[src/rtl/glb_done_intr_ctrl.sv]
// Turns per-engine done pulses into sticky ping-pong status/overflow bits with
// W1C clear, per-bit masking and a coalesced, registered level interrupt.

// One status/overflow bit pair; a set on the same cycle as a clear wins.
module glb_done_bit (
  input  logic nvdla_core_clk,
  input  logic nvdla_core_rst,
  input  logic pulse,
  input  logic clr,
  output logic status,
  output logic ovf
);
  always_ff @(posedge nvdla_core_clk or posedge nvdla_core_rst) begin
    if (nvdla_core_rst) begin
      status <= 1'b0;
      ovf    <= 1'b0;
    end else begin
      status <= (status & ~clr) | pulse;
      // A pulse landing on a bit that is being cleared is a fresh event, not an overflow.
      ovf    <= (ovf & ~clr) | (pulse & status & ~clr);
    end
  end
endmodule

module glb_done_intr_ctrl #(
  parameter int NUM_SRC = 8,
  parameter int TMO_W   = 16,
  parameter int W       = 2*NUM_SRC
) (
  input  logic             nvdla_core_clk,
  input  logic             nvdla_core_rst,
  input  logic [W-1:0]     done_pulse,
  input  logic [W-1:0]     done_mask,
  input  logic             status_clr_en,
  input  logic [W-1:0]     status_clr_data,
  input  logic [TMO_W-1:0] coal_timeout,
  output logic [W-1:0]     done_status,
  output logic [W-1:0]     done_ovf,
  output logic             core_intr
);

  typedef enum logic [1:0] {
    ST_IDLE   = 2'd0,
    ST_WAIT   = 2'd1,
    ST_ASSERT = 2'd2
  } state_t;

  state_t           state, state_n;
  logic [TMO_W-1:0] cnt, cnt_n;
  logic [W-1:0]     clr_vec;
  logic             pending;

  assign clr_vec = {W{status_clr_en}} & status_clr_data;

  glb_done_bit u_bit [W-1:0] (
    .nvdla_core_clk (nvdla_core_clk),
    .nvdla_core_rst (nvdla_core_rst),
    .pulse          (done_pulse),
    .clr            (clr_vec),
    .status         (done_status),
    .ovf            (done_ovf)
  );

  // Mask is applied live so unmasking a set bit raises pending at once.
  assign pending = |(done_status & ~done_mask);

  always_ff @(posedge nvdla_core_clk or posedge nvdla_core_rst) begin
    if (nvdla_core_rst) begin
      state     <= ST_IDLE;
      cnt       <= '0;
      core_intr <= 1'b0;
    end else begin
      state     <= state_n;
      cnt       <= cnt_n;
      core_intr <= (state_n == ST_ASSERT);
    end
  end

  // Timeout is captured only when entering WAIT; the counter rests at 0 elsewhere.
  always_comb begin
    state_n = state;
    cnt_n   = '0;
    case (state)
      ST_IDLE: begin
        if (pending) begin
          if (coal_timeout == '0) begin
            state_n = ST_ASSERT;
          end else begin
            state_n = ST_WAIT;
            cnt_n   = coal_timeout - TMO_W'(1);
          end
        end
      end
      ST_WAIT: begin
        if (!pending) begin
          state_n = ST_IDLE;
        end else if (cnt == '0) begin
          state_n = ST_ASSERT;
        end else begin
          cnt_n = cnt - TMO_W'(1);
        end
      end
      ST_ASSERT: begin
        if (!pending) state_n = ST_IDLE;
      end
      default: state_n = ST_IDLE;
    endcase
  end

endmodule

[config.mk]
export PLATFORM = sky130hd
export DESIGN_NAME = glb_done_intr_ctrl
export DESIGN_NICKNAME = d
export VERILOG_FILES = /design/src/rtl/glb_done_intr_ctrl.sv
export SDC_FILE = /design/constraint.sdc
export NUM_CORES = 1
export LEC_CHECK = 0
export BUFFER_PORTS_ARGS = -buffer_cell sky130_fd_sc_hd__buf_2
export CAP_MARGIN = 20
export CORE_AREA = 2 2 130 94
export CTS_BUF_LIST = sky130_fd_sc_hd__clkbuf_4 sky130_fd_sc_hd__clkbuf_8
export DETAILED_ROUTE_END_ITERATION = 12
export DIE_AREA = 0 0 132 96
export GPL_TIMING_DRIVEN = 0
export SYNTH_ARGS = -nofsm -noshare
export SYNTH_HDL_FRONTEND = slang
export SYNTH_SLANG_ARGS = --single-unit
[constraint.sdc]
create_clock -name nvdla_core_clk -period 5.3 [get_ports nvdla_core_clk]
set_clock_uncertainty 0.15 [all_clocks]
set_input_delay 0.265 -clock nvdla_core_clk [delete_from_list [all_inputs] [get_ports nvdla_core_clk]]
set_output_delay 0.265 -clock nvdla_core_clk [all_outputs]
set_load 0.02 [all_outputs]
Word level (Yosys, flattened, before mapping)
Cells that the tools add are included.
{"block": "word_totals", "memories": 0, "wordCells": 170, "latch_bits": 0, "register_bits": 51, "output_inout_bits": 33, "ramBits": 0, "rom_bits": 0}
{"block": "classes", "order_cmp": 0, "bitwise_logic": 115, "addsub": 2, "reduce_logical": 4, "n_mux": 11, "n_mul": 0, "n_div": 0, "shifts": 0, "eq_ne": 3}
{"operator": "AND 1 bit", "count": 64}
{"operator": "2-to-1 mux 16 bit", "count": 4}
{"operator": "AND 16 bit", "count": 2}
{"operator": "zero test 16 bit", "count": 2}
{"operator": "bitwise OR 1 bit", "count": 32}
{"operator": "one-hot mux 16 bit (2 select lines)", "count": 1}
{"operator": "subtractor 16 x 1 -> 16 bit, second input constant", "count": 2}
{"operator": "NOT 1 bit", "count": 16}
{"operator": "NOT 16 bit", "count": 1}
{"operator": "OR reduction 16 bit", "count": 1}
{"operator": "2-to-1 mux 2 bit", "count": 5}
{"operator": "one-hot mux 2 bit (3 select lines)", "count": 1}
{"operator": "equality test 2 bit, second input constant", "count": 2}
{"operator": "equality test 2 x 1 -> 1 bit, second input constant", "count": 1}
{"operator": "zero test 2 bit", "count": 1}

Depth between registers and ports, before layout
{"block": "depth", "ltp_word": 6, "ltp_mapped": 8}

Hierarchy
Synthesis repeated with hierarchy kept, for this count alone.
{"block": "hier_totals", "hier_cells": 294, "hier_area_um2": 2732.6}
{"module": "glb_done_intr_ctrl", "area_per_inst_um2": 1551.5, "cells_each": 182, "instances": 1}
{"module": "glb_done_bit", "area_per_inst_um2": 73.8, "cells_each": 7, "instances": 16}

Worst setup path before layout
No wires, ideal clock.
{"block": "synth_path", "path_kind": "reg-to-reg", "start": "register cnt[0]", "end": "register cnt[10]", "setup_slack_ps": 3120, "setup_ps": 130, "period_less_slack_ps": 2180, "arrival_ps": 1900, "stages_incl_launch_ff": 8, "t_required_ps": 5020, "cell_sequence": "dfrtp_1 > inv_1 > ha_1 > or3b_4 > or2_4 > or4_4 > xor2_1 > o22ai_2"}
{"block": "synth_via", "elab_chain_len": 4, "word_cells_on_any_way": 5, "cone_classes": "add/sub: 1; mux: 3; reduce/logical: 1"}
{"element": "start: declaration", "line": "49", "text": "logic [TMO_W-1:0] cnt, cnt_n;"}
{"element": "start signal: assignment", "line": "74", "text": "cnt <= cnt_n;"}
{"element": "subtractor 16 x 1 -> 16 bit or zero test 16 bit (tied branches)", "line": "100, 97"}
{"element": "2-to-1 mux 16 bit *", "line": "97", "text": "end else if (cnt == '0) begin"}
{"element": "2-to-1 mux 16 bit *", "line": "95", "text": "if (!pending) begin"}
{"element": "one-hot mux 16 bit (2 select lines) *", "line": "83", "text": "case (state)"}
{"element": "net cnt_n[10]", "line": "49"}
The timed path passes the listed nets; every way through them passes the cells marked *.

Worst setup path after layout
{"block": "layout_path", "start": "register u_bit[14].status", "end": "register cnt[14]"}
{"block": "layout_via", "elab_chain_len": 4, "word_cells_on_any_way": 5, "cone_classes": "mux: 3; bitwise: 1; reduce/logical: 1"}
{"element": "start: declaration", "line": "10", "text": "output logic status,"}
{"element": "start signal: assignment", "line": "18", "text": "status <= (status & ~clr) | pulse;"}
{"element": "AND 16 bit *", "line": "65", "text": "assign pending = |(done_status & ~done_mask);"}
{"element": "OR reduction 16 bit *", "line": "65"}
{"element": "2-to-1 mux 16 bit, on equally long branches", "line": "95, 85"}
{"element": "one-hot mux 16 bit (2 select lines) *", "line": "83"}
{"element": "net cnt_n[14]", "line": "49"}
Marked as above.

==> flow_metrics.tcl <==
set metrics [dict create \
    io_pins 100 \
    cts_buffer_depth 2 \
    path_class "reg2reg" \
    switching_share 0.362 \
    post-route-cell-area_um2 3970 \
    layout_setup_ws_ps 3010 \
    pwr-share-clk 0.202 \
    end_kind "register" \
    fin_crit_ps 2290 \
    fin_nets 505 \
    worst_pin_slew_ps 813 \
    grt_overflow 0 \
    drtAntennaViolNets 0 \
    timing.fmax_ghz 0.436 \
    syn_nets 365 \
    die_width_um 132 \
    antenna_found_initial 0 \
    vias 2538 \
    grt_pass1_wl_um 12200 \
    cts.htree.levels 2 \
    rows 33 \
    place_area_um2 3530 \
    place_hpwl_um 5750 \
    totalWireLength_um 7580 \
    rsz0062_at_grt "false" \
    cts_tree "done" \
    synth_top_area_share 0.453 \
    drcViolationCount 0 \
    switching_power_w 0.000490 \
    dr.pass1.iters 5 \
    post_cts_buffers 0 \
    synth_area_per_cell_um2 9.58 \
    numPortBuffers 99 \
    layout_common_cells "buf_2 (102), dfrtp_1 (51), a21oi_1 (33), dlygate4sd3_1 (33), buf_4 (32)" \
    fin_util 0.347 \
    power_density_nw_per_um2 341 \
    first_iter_violations 120 \
    design.core.area_um2 11400 \
    cts.clk_slew.worst_paths_ps 110 \
    synth_area_leaders "dfrtp_1 (45%), buf_4 (8.5%), a21oi_1 (5.9%)" \
    maxCapViolations 0 \
    synth-xor-area-share 0.0839 \
    grt_max_degree 33 \
    synth_top_cell_by_area "dfrtp_1" \
    p_int_w 0.000861 \
    max-slew-margin-rel 0.453 \
    status "finished, final reports clean" \
    n_antenna_cell 0 \
    design.die.area_um2 12700 \
    synth_top_family_by_area "simple AND/OR/NAND/NOR gates" \
    start_util 0.246 \
    place_ws_ps 2950 \
    gp_congestion 0.823 \
    fin_crit_sh 0.432 \
    layout_commonest_cell "buf_2" \
    fin_tns_setup_ps 0 \
    combPwrFrac 0.390 \
    grt_pass1_vias 2462 \
    synth-compound-area-share 0.161 \
    synthMuxAreaShare 0 \
    ys_warn_count 0 \
    seq_area_frac_synth 0.453 \
    synth-seq-cells 51 \
    ir_worst_vdd_v 0.000135 \
    setup_viol 0 \
    holdCritPathClass "in2reg" \
    layout-drive-gt1-share 0.341 \
    syn2layout_area_growth_pct 40.8 \
    r2r_setup_slack_ps 3010 \
    worstPathRequired_ps 5330 \
    crit_fanout 7 \
    power.total_w 0.00135 \
    track_usage 0.121 \
    cts.sinks 51 \
    arrival_ps 2320 \
    seqPwrFrac 0.408 \
    critPathLaunchType "register" \
    cts_resized 0 \
    die_height_um 96 \
    cts_hold_buf 33 \
    ys_types 35 \
    hold_viol 0 \
    fillers 1192 \
    leakagePower_nw 1.83 \
    root_buffer "clkbuf_8" \
    syn-cell-area_um2 2820 \
    synth_fa_ha_area_frac 0.0178 \
    via_per_inst 4.29 \
    numCtsBuffers 5 \
    final_max_slew_viol_count 0 \
    insertion_delay_ps 310 \
    synth-simple-area-share 0.176 \
    syn_inst 294 \
    avgRoutedWirePerCell_um 12.8 \
]
power groups by stage:
stage                     logic (W)  clock network (W)  registers [W]
after CTS                  0.000528           0.000288       0.000550
after detailed placement   0.000508                  0       0.000557
after global placement     0.000494                  0       0.000554
after floorplan            0.000371                  0       0.000541
after global routing       0.000584           0.000302       0.000564
final                      0.000527           0.000273       0.000551
layer usage:
metal | wire, µm | track usage | up-vias
met4 | 68 | 0.0362 | 0
met3 | 281 | 0.0258 | 4
met5 | 0 | 0 | -
met1 | 3760 | 0.169 | 1213
met2 | 3470 | 0.189 | 52
li1 | - | - | 1269
per-stage QoR:
stage               instances  hold WS, ps
floorplan                 294          201
global placement          550          306
detailed placement        551          165
CTS                       591          109
global route              591          118
finish                    591          125
path summary, 6_finish.rpt:
path | start | endpoint | cells after the start
worst max register to register | u_bit[14].status$_DFF_PP0_ | cnt[14]$_DFF_PP0_ | 5
worst max-delay path | u_bit[14].status$_DFF_PP0_ | cnt[14]$_DFF_PP0_ | 5
max in group asynchronous | nvdla_core_rst | u_bit[11].status$_DFF_PP0_ | 4
worst min-delay path | coal_timeout[10] | cnt[10]$_DFF_PP0_ | 3
worst min register to register | u_bit[0].ovf$_DFF_PP0_ | u_bit[0].ovf$_DFF_PP0_ | 2
min in group asynchronous | nvdla_core_rst | core_intr$_DFF_PP0_ | 3
cell families after synthesis:
kind of cell,Yosys count
and+or+nand+nor,93
AOI/OAI and AO/OA,71
DFF,51
buffers and inverters,48
xor gates and xnor gates,27
adders and majority gates,4
cell type report:
class,instances,area (µm²),share of cell area
tap,157,196,0.0495
inverter,9,33.8,0.00852
multi-input combinational,195,1240,0.312
buffer,39,270,0.0681
clock buffer,5,68.8,0.0174
timing repair buffer,133,846,0.213
sequential,51,1280,0.322
clock inverter,2,37.5,0.00946
worst max-delay path, stage by stage (launching register included):
cell       delay (ps)
dfrtp_1           430
nand2b_1           90
o2111ai_1         180
nor4_1            760
nand2b_1          380
o22ai_1           170
registers in the layout, indices dropped and copies added (netlist names):
register	cells
cnt	16
core_intr	1
state	2
u_bit.ovf	16
u_bit.status	16
Yosys cell counts (all sizes together):
library cell / instances
or4: 2
nor4b: 1
nand3: 4
a21o: 16
o22ai: 7
nor2: 17
nand4: 1
inv: 9
o21a: 1
or3b: 2
and3b: 1
nand2b: 17
or3: 4
clkbuf: 4
xnor2: 10
a22oi: 8
nand2: 24
dfrtp: 51
nor3b: 3
o2111ai: 4
nor4: 9
nor3: 6
o31ai: 1
or2: 1
a21oi: 33
and2: 1
xor2: 17
a311oi: 1
ha: 4
buf: 35
Power figures use the tool's default switching activity.
